File: src/rtl/lenet_acc_pkg.sv
// Shared types and constants for the LeNet product accumulator and requantiser.
// Window FSM states, product/activation widths and a width helper.
package lenet_acc_pkg;

    localparam int PROD_W = 16;
    localparam int Q_W    = 8;

    typedef enum logic {
        ACC  = 1'b0,
        HOLD = 1'b1
    } acc_state_e;

    // Bits needed to count 0..n-1.
    function automatic int clog2(input int n);
        int r;
        int v;
        r = 0;
        v = n - 1;
        while (v > 0) begin
            r++;
            v = v >> 1;
        end
        return r;
    endfunction

endpackage

File: src/rtl/lenet_requant_u8.sv
// Shift-and-saturate requantisation of an unsigned accumulator to an 8-bit activation.
// Purely combinational so later layers can reuse it on any accumulator width.
module lenet_requant_u8
    import lenet_acc_pkg::*;
#(
    parameter int ACC_W = 24,
    parameter int SHIFT = 8
) (
    input  logic [ACC_W-1:0] acc,
    output logic [Q_W-1:0]   q
);

    logic [ACC_W-1:0] shifted;

    always_comb begin
        shifted = acc >> SHIFT;
        if (shifted > ACC_W'(2**Q_W - 1)) begin
            q = '1;
        end else begin
            q = shifted[Q_W-1:0];
        end
    end

endmodule

File: src/rtl/lenet_xfyw_mac_acc.sv
// Accumulates N_TERMS unsigned products into a saturating sum and holds the
// raw sum plus its 8-bit requantised activation until the consumer takes it.
module lenet_xfyw_mac_acc
    import lenet_acc_pkg::*;
#(
    parameter  int N_TERMS = 25,
    parameter  int ACC_W   = 24,
    parameter  int SHIFT   = 8,
    localparam int CNT_W   = clog2(N_TERMS)
) (
    input  logic              clk,
    input  logic              rst,
    input  logic              clr,
    input  logic              prod_valid,
    output logic              prod_ready,
    input  logic [PROD_W-1:0] prod,
    output logic              res_valid,
    input  logic              res_ready,
    output logic [ACC_W-1:0]  res_acc,
    output logic [Q_W-1:0]    res_q,
    output logic              res_ovf,
    output logic [CNT_W-1:0]  term_cnt,
    output acc_state_e        state_dbg
);

    // Handshakes: a product transfers on a rising edge where prod_valid && prod_ready;
    // a result transfers on a rising edge where res_valid && res_ready. Both ready/valid
    // outputs are registered, so a taken result frees the input one cycle later.

    localparam logic [CNT_W-1:0] LAST_CNT = CNT_W'(N_TERMS - 1);

    acc_state_e       state;
    logic [ACC_W-1:0] acc;
    logic             ovf;

    logic [ACC_W:0]   sum_full;
    logic [ACC_W-1:0] sum_sat;
    logic             sum_ovf;
    logic             accept;
    logic             last_term;
    logic [Q_W-1:0]   q_next;

    // One spare bit catches the carry so the sum clamps instead of wrapping.
    assign sum_full  = {1'b0, acc} + (ACC_W + 1)'(prod);
    assign sum_ovf   = sum_full[ACC_W];
    assign sum_sat   = sum_ovf ? '1 : sum_full[ACC_W-1:0];
    assign accept    = prod_valid && prod_ready;
    assign last_term = (term_cnt == LAST_CNT);
    assign state_dbg = state;

    lenet_requant_u8 #(
        .ACC_W (ACC_W),
        .SHIFT (SHIFT)
    ) u_requant (
        .acc (sum_sat),
        .q   (q_next)
    );

    always_ff @(posedge clk or posedge rst) begin
        if (rst) begin
            state      <= ACC;
            acc        <= '0;
            term_cnt   <= '0;
            ovf        <= 1'b0;
            prod_ready <= 1'b0;
            res_valid  <= 1'b0;
            res_acc    <= '0;
            res_q      <= '0;
            res_ovf    <= 1'b0;
        end else if (clr) begin
            state      <= ACC;
            acc        <= '0;
            term_cnt   <= '0;
            ovf        <= 1'b0;
            prod_ready <= 1'b1;
            res_valid  <= 1'b0;
        end else begin
            case (state)
                ACC: begin
                    prod_ready <= 1'b1;
                    if (accept) begin
                        if (last_term) begin
                            res_acc    <= sum_sat;
                            res_q      <= q_next;
                            res_ovf    <= ovf | sum_ovf;
                            acc        <= '0;
                            term_cnt   <= '0;
                            ovf        <= 1'b0;
                            res_valid  <= 1'b1;
                            prod_ready <= 1'b0;
                            state      <= HOLD;
                        end else begin
                            acc      <= sum_sat;
                            ovf      <= ovf | sum_ovf;
                            term_cnt <= term_cnt + 1'b1;
                        end
                    end
                end
                HOLD: begin
                    if (res_ready) begin
                        res_valid  <= 1'b0;
                        prod_ready <= 1'b1;
                        state      <= ACC;
                    end
                end
                default: begin
                    state <= ACC;
                end
            endcase
        end
    end

endmodule

File: config.mk
export PLATFORM = sky130hd
export DESIGN_NAME = lenet_xfyw_mac_acc
export DESIGN_NICKNAME = d
export VERILOG_FILES = /design/src/rtl/lenet_acc_pkg.sv /design/src/rtl/lenet_requant_u8.sv /design/src/rtl/lenet_xfyw_mac_acc.sv
export SDC_FILE = /design/constraint.sdc
export NUM_CORES = 1
export LEC_CHECK = 0
export BUFFER_PORTS_ARGS = -buffer_cell sky130_fd_sc_hd__buf_2
export CAP_MARGIN = 10
export CORE_MARGIN = 4
export CORE_UTILIZATION = 30
export CTS_CLUSTER_SIZE = 28
export DETAILED_ROUTE_END_ITERATION = 8
export SYNTH_ARGS = -nofsm -noshare
export SYNTH_HDL_FRONTEND = slang
export SYNTH_SLANG_ARGS = --single-unit
File: constraint.sdc
create_clock -name clk -period 5.76 [get_ports clk]
set_input_delay 0 -clock clk [delete_from_list [all_inputs] [get_ports clk]]
set_output_delay 0 -clock clk [all_outputs]
set_load 0.01 [all_outputs]
==> run summary <==
status: completed
routed vias/inst: 5.156
Final nets: 504
I/O pins: 62
Synth top cells by count: 66 x dfrtp_1, 65 x nand2_1, 40 x nor2_1
Max VDD drop: 99.96 µV
critical path depth: 10
CTS sink count: 66
register area: 1652 µm²
crit-path max cell delay: 0.54 ns
Max FO, Critical Path: 15
Leak: 0.002169 µW
Max-Cap Viols: 0
largest net degree at the start of global routing: 67
Reg2Reg Depth: 10
Mapped Area: 3689 µm²
CP arrival: 3.36 ns
DRC: 0
DRT iter0 DRCs: 198
die width: 118.9 µm
Rows: 40
Min-Delay Path Depth: 4
Initial Util: 30.71%
Routed Antenna Nets: 0
share of layout cells above drive strength 1: 20.90%
Mapped Nets: 449
GRT Util Overall: 13.97%
clk buf depth: 2
RSZ-0062 raised after global routing: false
die height: 118.9 µm
highest clock rate: 315.7 MHz
Layout fillers: 1252
CP delay by family, top: compound AO/OA/AOI/OAI gates
number of antenna violations at the first check in global routing: 0
Least-Margin Pin Slew: 1.114 ns
nature of the critical path endpoint: register
gpl congestion: 0.8339
postcts setup bufs: 0
FF+latch count, synth: 66
worst skew pair latency: 0.33 ns
Area growth syn-to-layout: 21.20%
post-layout instance area: 4471 µm²
Syn Inst Count: 409
core area: 12010 µm²
Port Buffers: 61
Max-Slew Margin vs Limit: 25.20%
async set-reset flop share out of synthesis: 100.0%
multi-input logic area: 1896 µm²
Post-Route Setup TNS: 0 ns
top cell type's share of synthesized area: 44.78%
H-tree levels: 3
Clock Skews: 0.008014 ns
crit-path most repeated cell: a211oi_1
Slew Limit Fails: 0
ant diodes: 0
CP Buf/Inv Count: 0
post-CTS sizing: 0
number of flops mapped to enable cells by yosys: 0
first-pass GRT wire length: 15880 µm
most frequent cell after synthesis: dfrtp_1
Die ar.: 14130 µm²
Power Density: 317.3 nW/µm²
Final HPWL DP: 6816 µm
Post-DP Area: 4096 µm²
synth warn: 0
post-synth cell types: 52
total grt overflow: 0
CTS root buf: clkbuf_16
vias in the first global route: 3131
routed vias: 3176
top cell type by total area after synthesis: dfrtp_1
HP Class: in -> reg
slowest CP cell: and4bb_1
Worst-path clk slew: 0.05 ns
WS Path Type: reg -> reg
top_reg_cell synth: dfrtp_1
critical path, cell by cell: ha_1, fa_1, a211oi_1, nor2_1, a211oi_2, a21oi_2, a211oi_1, o22ai_1, and4bb_1, a21oi_1
Worst Setup Start Kind: register
post-synthesis sequential area ratio: 44.78%
Routed WL: 9465 µm
Final Hold Fails: 0
WP data required: 5.95 ns
Tcrit/Tclk final: 54.99%
WL/cell: 15.37 µm
TritonRoute pass-1 iters: 4
largest cells by area after synthesis: dfrtp_1 45%, nand2_1 6.6%, ha_1 6.1%
hold buffer count at CTS: 2
syn avg cell area: 9.018 µm²
Num CTS Buffers: 9
final setup fails: 0
CTS tree: done
min cycle time layout: 3.168 ns
sequential cells by signal, summed over array words and instances (netlist names):
signal and flops:
state_dbg 1, term_cnt 5, res_ovf 1, res_q 8
prod_ready 1, res_valid 1, ovf 1, acc 24
res_acc 24
routing by layer:
metal	GRT usage, %	share of wire [%]
met2	22.27	46
met5	0	0
met4	4.779	1.4
met3	3.561	5.1
met1	18.49	47
placed cells by master, fill, tap and decap left out, types with 5 or more instances in the layout:
cell type and instances:
nand3_1 5, a211oi_1 6, ha_1 18, xnor2_1 10, nor2_1 40, a22o_1 6
o21ai_1 25, nor4_1 5, xor2_1 6, a31oi_1 8, nand2_1 65, clkbuf_16 9
buf_2 61, inv_1 5, dfrtp_1 66, nor3_1 6, nand4_1 5, o21ai_0 28
buf_4 5, a21oi_2 5, a21o_1 5, a21oi_1 26
area by class of cell:
cell class	count	share of cell area, %
Clock buffer	12	5.737
Clock inverter	4	2.183
Inverter	6	0.5038
Multi-Input combinational cell	313	42.40
Sequential cell	66	36.94
Tap cell	147	4.114
Timing Repair Buffer	68	8.116
cells by family after synthesis:
| kind of cell | Yosys count | synth area share (%) |
|---|---|---|
| and+or+nand+nor | 149 | 18.93 |
| AOI/OAI and AO/OA | 128 | 21.57 |
| DFF | 66 | 44.78 |
| buffers and inverters | 30 | 3.833 |
| adders and majority gates | 19 | 6.649 |
| xor gates and xnor gates | 17 | 4.240 |
where the power goes:
part	total, µW	switching, µW	internal, µW
Sequential	495	12.8	482
Clock	643	197	446
Combinational	280	176	104
Total	1420	386	1030
worst min-delay path, cell delays in order:
cell	delay, ns
buf_2	0.12
inv_1	0.07
nand3_1	0.09
nand2_1	0.06
per-stage QoR:
stage	cells	total power, µW	utilization [%]	hold slack [ns]	setup WS, ns
global placement	598	781.9	34.10	0.3076	2.727
global route	616	1491	37.22	0.06718	2.352
floorplan	409	715.6	-	0.1918	3.162
detailed placement	598	783.0	34.10	0.3119	2.657
finish	616	1418	37.22	0.04181	2.592
CTS	616	1437	37.22	0.03341	2.613
final timing paths:
| kind | from | endpoint | slack (ns) |
|---|---|---|---|
| worst max-delay path | acc[0]$_DFFE_PP0P_ | res_q[2]$_DFFE_PP0P_ | 2.59 |
| worst min-delay path | clr | state_dbg$_DFF_PP0_ | 0.04 |
| worst max register to register | acc[0]$_DFFE_PP0P_ | res_q[2]$_DFFE_PP0P_ | 2.59 |
| worst min register to register | res_acc[22]$_DFFE_PP0P_ | res_acc[22]$_DFFE_PP0P_ | 0.46 |
| max in group asynchronous | rst | acc[9]$_DFFE_PP0P_ | 4.75 |
| min in group asynchronous | rst | res_acc[18]$_DFFE_PP0P_ | 0.47 |
Power figures use the tool's default switching activity.
